--- src/rtl/charge_trigger.sv ---
// Request front-end for the charge fanfare player: debounced button plus tour-complete
// requests, a 3-deep request counter, and a go/lockout sequencer.
module charge_trigger #(
  parameter int unsigned FAST_SIM    = 1,
  parameter int unsigned DB_CYC      = 1000000,
  parameter int unsigned LOCKOUT_CYC = 58720256
) (
  input  logic       clk,
  input  logic       rst_n,
  input  logic       btn_n,
  input  logic       tour_done,
  input  logic       mute,
  output logic       go,
  output logic       busy,
  output logic [1:0] pend,
  output logic       req_drop
);

  localparam int unsigned STEP = (FAST_SIM != 0) ? 16 : 1;
  localparam logic [19:0] DB_LIM  = 20'(DB_CYC);
  localparam logic [19:0] DB_STEP = 20'(STEP);
  localparam logic [25:0] LK_LIM  = 26'(LOCKOUT_CYC);
  localparam logic [25:0] LK_STEP = 26'(STEP);

  typedef enum logic {IDLE, LOCK} state_e;

  logic        sync1_q, sync2_q;
  logic        db_lvl_q, db_lvl_d;
  logic [19:0] db_cnt_q, db_cnt_d;
  logic        press_q, press_d;
  logic [1:0]  pend_q, pend_d;
  logic        drop_q, drop_d;
  state_e      state_q, state_d;
  logic [25:0] lk_cnt_q, lk_cnt_d;
  logic        go_q, go_d;
  logic        fire;
  logic [1:0]  req_n;
  logic [2:0]  sum;

  always_ff @(posedge clk or negedge rst_n) begin
    if (!rst_n) begin
      sync1_q  <= 1'b1;
      sync2_q  <= 1'b1;
      db_lvl_q <= 1'b1;
      db_cnt_q <= '0;
      press_q  <= 1'b0;
      pend_q   <= '0;
      drop_q   <= 1'b0;
    end else begin
      sync1_q  <= btn_n;
      sync2_q  <= sync1_q;
      db_lvl_q <= db_lvl_d;
      db_cnt_q <= db_cnt_d;
      press_q  <= press_d;
      pend_q   <= pend_d;
      drop_q   <= drop_d;
    end
  end

  // Debounce: the synced level must disagree with db_lvl for DB_CYC before it is adopted.
  always_comb begin
    db_lvl_d = db_lvl_q;
    db_cnt_d = db_cnt_q;
    if (sync2_q == db_lvl_q) begin
      db_cnt_d = '0;
    end else if (db_cnt_q >= DB_LIM) begin
      db_lvl_d = sync2_q;
      db_cnt_d = '0;
    end else begin
      db_cnt_d = db_cnt_q + DB_STEP;
    end
    press_d = db_lvl_q & ~db_lvl_d;
  end

  assign fire = (state_q == IDLE) && (pend_q != 2'd0) && !mute;

  // fire implies pend >= 1, so the sum never underflows.
  always_comb begin
    req_n = {1'b0, press_q} + {1'b0, tour_done};
    sum   = {1'b0, pend_q} + {1'b0, req_n} - {2'b00, fire};
    if (mute) begin
      pend_d = '0;
      drop_d = 1'b0;
    end else begin
      drop_d = (sum > 3'd3);
      pend_d = drop_d ? 2'd3 : sum[1:0];
    end
  end

  always_ff @(posedge clk or negedge rst_n) begin
    if (!rst_n) begin
      state_q  <= IDLE;
      lk_cnt_q <= '0;
      go_q     <= 1'b0;
    end else begin
      state_q  <= state_d;
      lk_cnt_q <= lk_cnt_d;
      go_q     <= go_d;
    end
  end

  always_comb begin
    state_d  = state_q;
    lk_cnt_d = lk_cnt_q;
    case (state_q)
      IDLE: begin
        if (fire) begin
          state_d  = LOCK;
          lk_cnt_d = '0;
        end
      end
      LOCK: begin
        if (lk_cnt_q >= LK_LIM) state_d = IDLE;
        else                    lk_cnt_d = lk_cnt_q + LK_STEP;
      end
      default: state_d = IDLE;
    endcase
  end

  always_comb begin
    go_d = fire;
  end

  assign go       = go_q;
  assign busy     = (state_q == LOCK);
  assign pend     = pend_q;
  assign req_drop = drop_q;

endmodule
--- config.mk ---
export PLATFORM = sky130hd
export DESIGN_NAME = charge_trigger
export DESIGN_NICKNAME = d
export VERILOG_FILES = /design/src/rtl/charge_trigger.sv
export SDC_FILE = /design/constraint.sdc
export NUM_CORES = 1
export LEC_CHECK = 0
export ABC_AREA = 1
export CAP_MARGIN = 15
export CORE_ASPECT_RATIO = 0.75
export CORE_MARGIN = 4
export CORE_UTILIZATION = 35
export DETAILED_ROUTE_END_ITERATION = 6
export GPL_ROUTABILITY_DRIVEN = 0
export HOLD_SLACK_MARGIN = 0.12
export MAX_ROUTING_LAYER = met4
export PLACE_DENSITY = 0.62
export SLEW_MARGIN = 20
export SYNTH_ARGS = -nofsm -noshare
export SYNTH_HDL_FRONTEND = slang
export SYNTH_SLANG_ARGS = --single-unit
--- constraint.sdc ---
create_clock -name clk -period 3.9 [get_ports clk]
set_input_delay 0.78 -clock clk [delete_from_list [all_inputs] [get_ports clk]]
set_output_delay 0.78 -clock clk [all_outputs]
set_load 0.005 [all_outputs]
==> results.sh <==
export IMPL_outcome="finished, final reports clean"
export IMPL_syn_nets=345
export IMPL_fp_row_count=27
export IMPL_cp_required_ps=4070
export IMPL_initial_core_util_pct=36.0
export IMPL_detail_route_first_pass_iterations=4
export IMPL_clk_pin_slew_worst_paths_ps=90
export IMPL_period_minus_slack_ps=3070
export IMPL_startpoint_type="input pin"
export IMPL_hold_viol=0
export IMPL_syn_inst=333
export IMPL_cts_buffer_depth=2
export IMPL_synthArstFlopShare_pct=100
export IMPL_clock_sinks=47
export IMPL_syn2layout_area_growth_pct=9.54
export IMPL_setup_viol=0
export IMPL_antenna_found_initial=0
export IMPL_rsz0062_at_grt="false"
export IMPL_setup_ws_ps=830
export IMPL_routedWlPerCell_um=11.1
export IMPL_fin_setup_tns_ps=0
export IMPL_final_nets=356
export IMPL_drt_initial_drc_count=98
export IMPL_die_y_um=83.2
export IMPL_power_total_w=0.000896
export IMPL_fmax_ghz=0.326
export IMPL_floorplan_core_area_um2=7330
export IMPL_overflow=0
export IMPL_synth_edf_count=0
export IMPL_synth_seq_cells=47
export IMPL_fp_dieArea_um2=9000
export IMPL_cts_tree="yes"
export IMPL_cts_resized=0
export IMPL_insertedDiodeCount=0
export IMPL_layout_drive_gt1_share_pct=11.6
export IMPL_synth_ff_type="dfrtp_1"
export IMPL_slowest_stage="clkdlybuf4s50_1"
export IMPL_ys_seq_area_share_pct=44.7
export IMPL_wirelength_mm=4.95
export IMPL_numCtsBuffers=5
export IMPL_ir_drop_uv=150
export IMPL_drv_slew=0
export IMPL_end_kind="flip-flop"
export IMPL_drv_cap=0
export IMPL_hpwl_mm=3.69
export IMPL_powerDensity_nw_per_um2=310
export IMPL_crit_chain="clkdlybuf4s50_1 -> nor2_1 -> nand2_2 -> inv_1 -> ha_1 -> fa_1 -> fa_1 -> xnor2_1 -> a21oi_1"
export IMPL_cp_max_fo=14
export IMPL_p_leak_nw=1.36
export IMPL_synth_area_per_cell_um2=7.92
export IMPL_fp_dieW_um=108
export IMPL_ios=10
export IMPL_hp_class="flip-flop to flip-flop"
export IMPL_dp_slack_ps=515
export IMPL_grt_max_degree=48
export IMPL_yosys_warnings=0
export IMPL_grt_pass1_vias=1935
export IMPL_insertion_delay_ps=290
export IMPL_antenna_left=0
export IMPL_vias=2045
export IMPL_ctsHoldBuffers=0
export IMPL_finClkSkew_ps=7.79
export IMPL_grt_pass1_wl_mm=8.93
export IMPL_period_share_pct=78.7
export IMPL_vias_per_cell=4.59
export IMPL_critPathArrivalTime_ps=3240
export IMPL_post_cts_buffers=0
export IMPL_relSlewSlack_pct=60.6
export IMPL_root_buffer="clkbuf_8"
export IMPL_track_usage_pct=12.6
export IMPL_critPathKind="input pin to flip-flop"
export IMPL_synth_area_um2=2640
export IMPL_yosys_cell_types_count=30
export IMPL_tightestPinTransition_ps=591
export IMPL_h_tree_depth=2
export IMPL_cpPeakStageDelay_ps=530
export IMPL_port_buffers=9
export IMPL_drcViolationCount=0
export IMPL_cpMostUsedCell="fa_1"
cell type report:
type	count	area (µm²)
fill	734	4440
inverter	37	139
sequential	47	1180
multi-input combinational	244	1270
tap	101	126
timing repair buffer	9	87.6
clock inverter	1	5.00
clock buffer	7	76.3
where the power goes:
| group | internal [W] | switching (W) | leakage, nW | total [W] |
|---|---|---|---|---|
| sequential | 0.000504 | 0.0000125 | 0.573 | 0.000516 |
| clock | 0.000126 | 0.000158 | 0.0422 | 0.000284 |
| combinational | 0.0000481 | 0.0000470 | 0.746 | 0.0000951 |
| total | 0.000678 | 0.000218 | 1.36 | 0.000896 |
cells in the final DEF (no fill, tap or decap), types with 5 or more instances in the layout:
| cell type | count |
|---|---|
| clkdlybuf4s50_1 | 8 |
| inv_1 | 33 |
| nand3_1 | 28 |
| nand2_1 | 86 |
| nor2_1 | 49 |
| ha_1 | 5 |
| nand4_1 | 11 |
| a21oi_1 | 9 |
| nor2_2 | 13 |
| dfrtp_1 | 44 |
| xor2_1 | 7 |
| clkbuf_8 | 5 |
cell families after synthesis:
| kind of cell | after synthesis | synth area share (%) |
|---|---|---|
| fa+ha+maj | 7 | 3.89 |
| simple gates | 209 | 37.3 |
| compound gates | 17 | 3.46 |
| buf+inv | 42 | 6.93 |
| xor+xnor | 11 | 3.65 |
| flops | 47 | 44.7 |
synthesized netlist by cell type (all sizes together), types with 4 or more instances:
library cell,n,area (µm²)
nand3,28,140
buf,5,43.8
xor2,7,61.3
nor2,66,310
xnor2,4,35.0
nand4,11,68.8
dfrtp,44,1100
a21oi,9,45.0
inv,37,139
nor3,6,40.0
nand2,92,370
o21ai,5,25.0
ha,5,62.6
final timing paths:
check | start | to | slack (ps) | cells after the start
max in group asynchronous | rst_n | go | 3010 | 1
setup / recovery | mute | pend[1] | 830 | 9
setup reg to reg | busy | pend[1] | 1270 | 8
min in group asynchronous | rst_n | lk_cnt_q[22] | 480 | 1
hold reg to reg | sync1_q | sync2_q | 350 | 0
hold / removal | sync1_q | sync2_q | 350 | 0
metrics by stage:
stage                     utilization [%]  area, µm²  hold WS [ps]  std cells
after global placement               38.3       2810           347        438
after floorplan                         -       2640           345        333
final                                39.4       2890           353        446
after detailed placement             38.3       2810           353        438
after CTS                            39.4       2890           362        446
after global routing                 39.4       2890           358        446
per-layer routing:
layer  part of all wire [%]  global-route usage, %
met4                   0.73                   3.78
met1                     53                   18.5
met5                      0                      -
met3                    4.3                   2.33
met2                     42                   17.5
critical path: cells and delay by family:
family / cells / cell delay (ps)
adder cells (fa/ha/maj): 3 / 1090
AO/OA/AOI/OAI: 1 / 100
XOR/XNOR: 1 / 240
buffers and inverters: 2 / 710
AND/OR/NAND/NOR: 2 / 310
flip-flops by register name (all words and copies together) (netlist names):
register	flops
lk_cnt_q	22
db_cnt_q	16
req_drop	1
sync1_q	1
go	1
busy	1
sync2_q	1
press_q	1
db_lvl_q	1
pend	2
(Power assumes the default switching activity.)
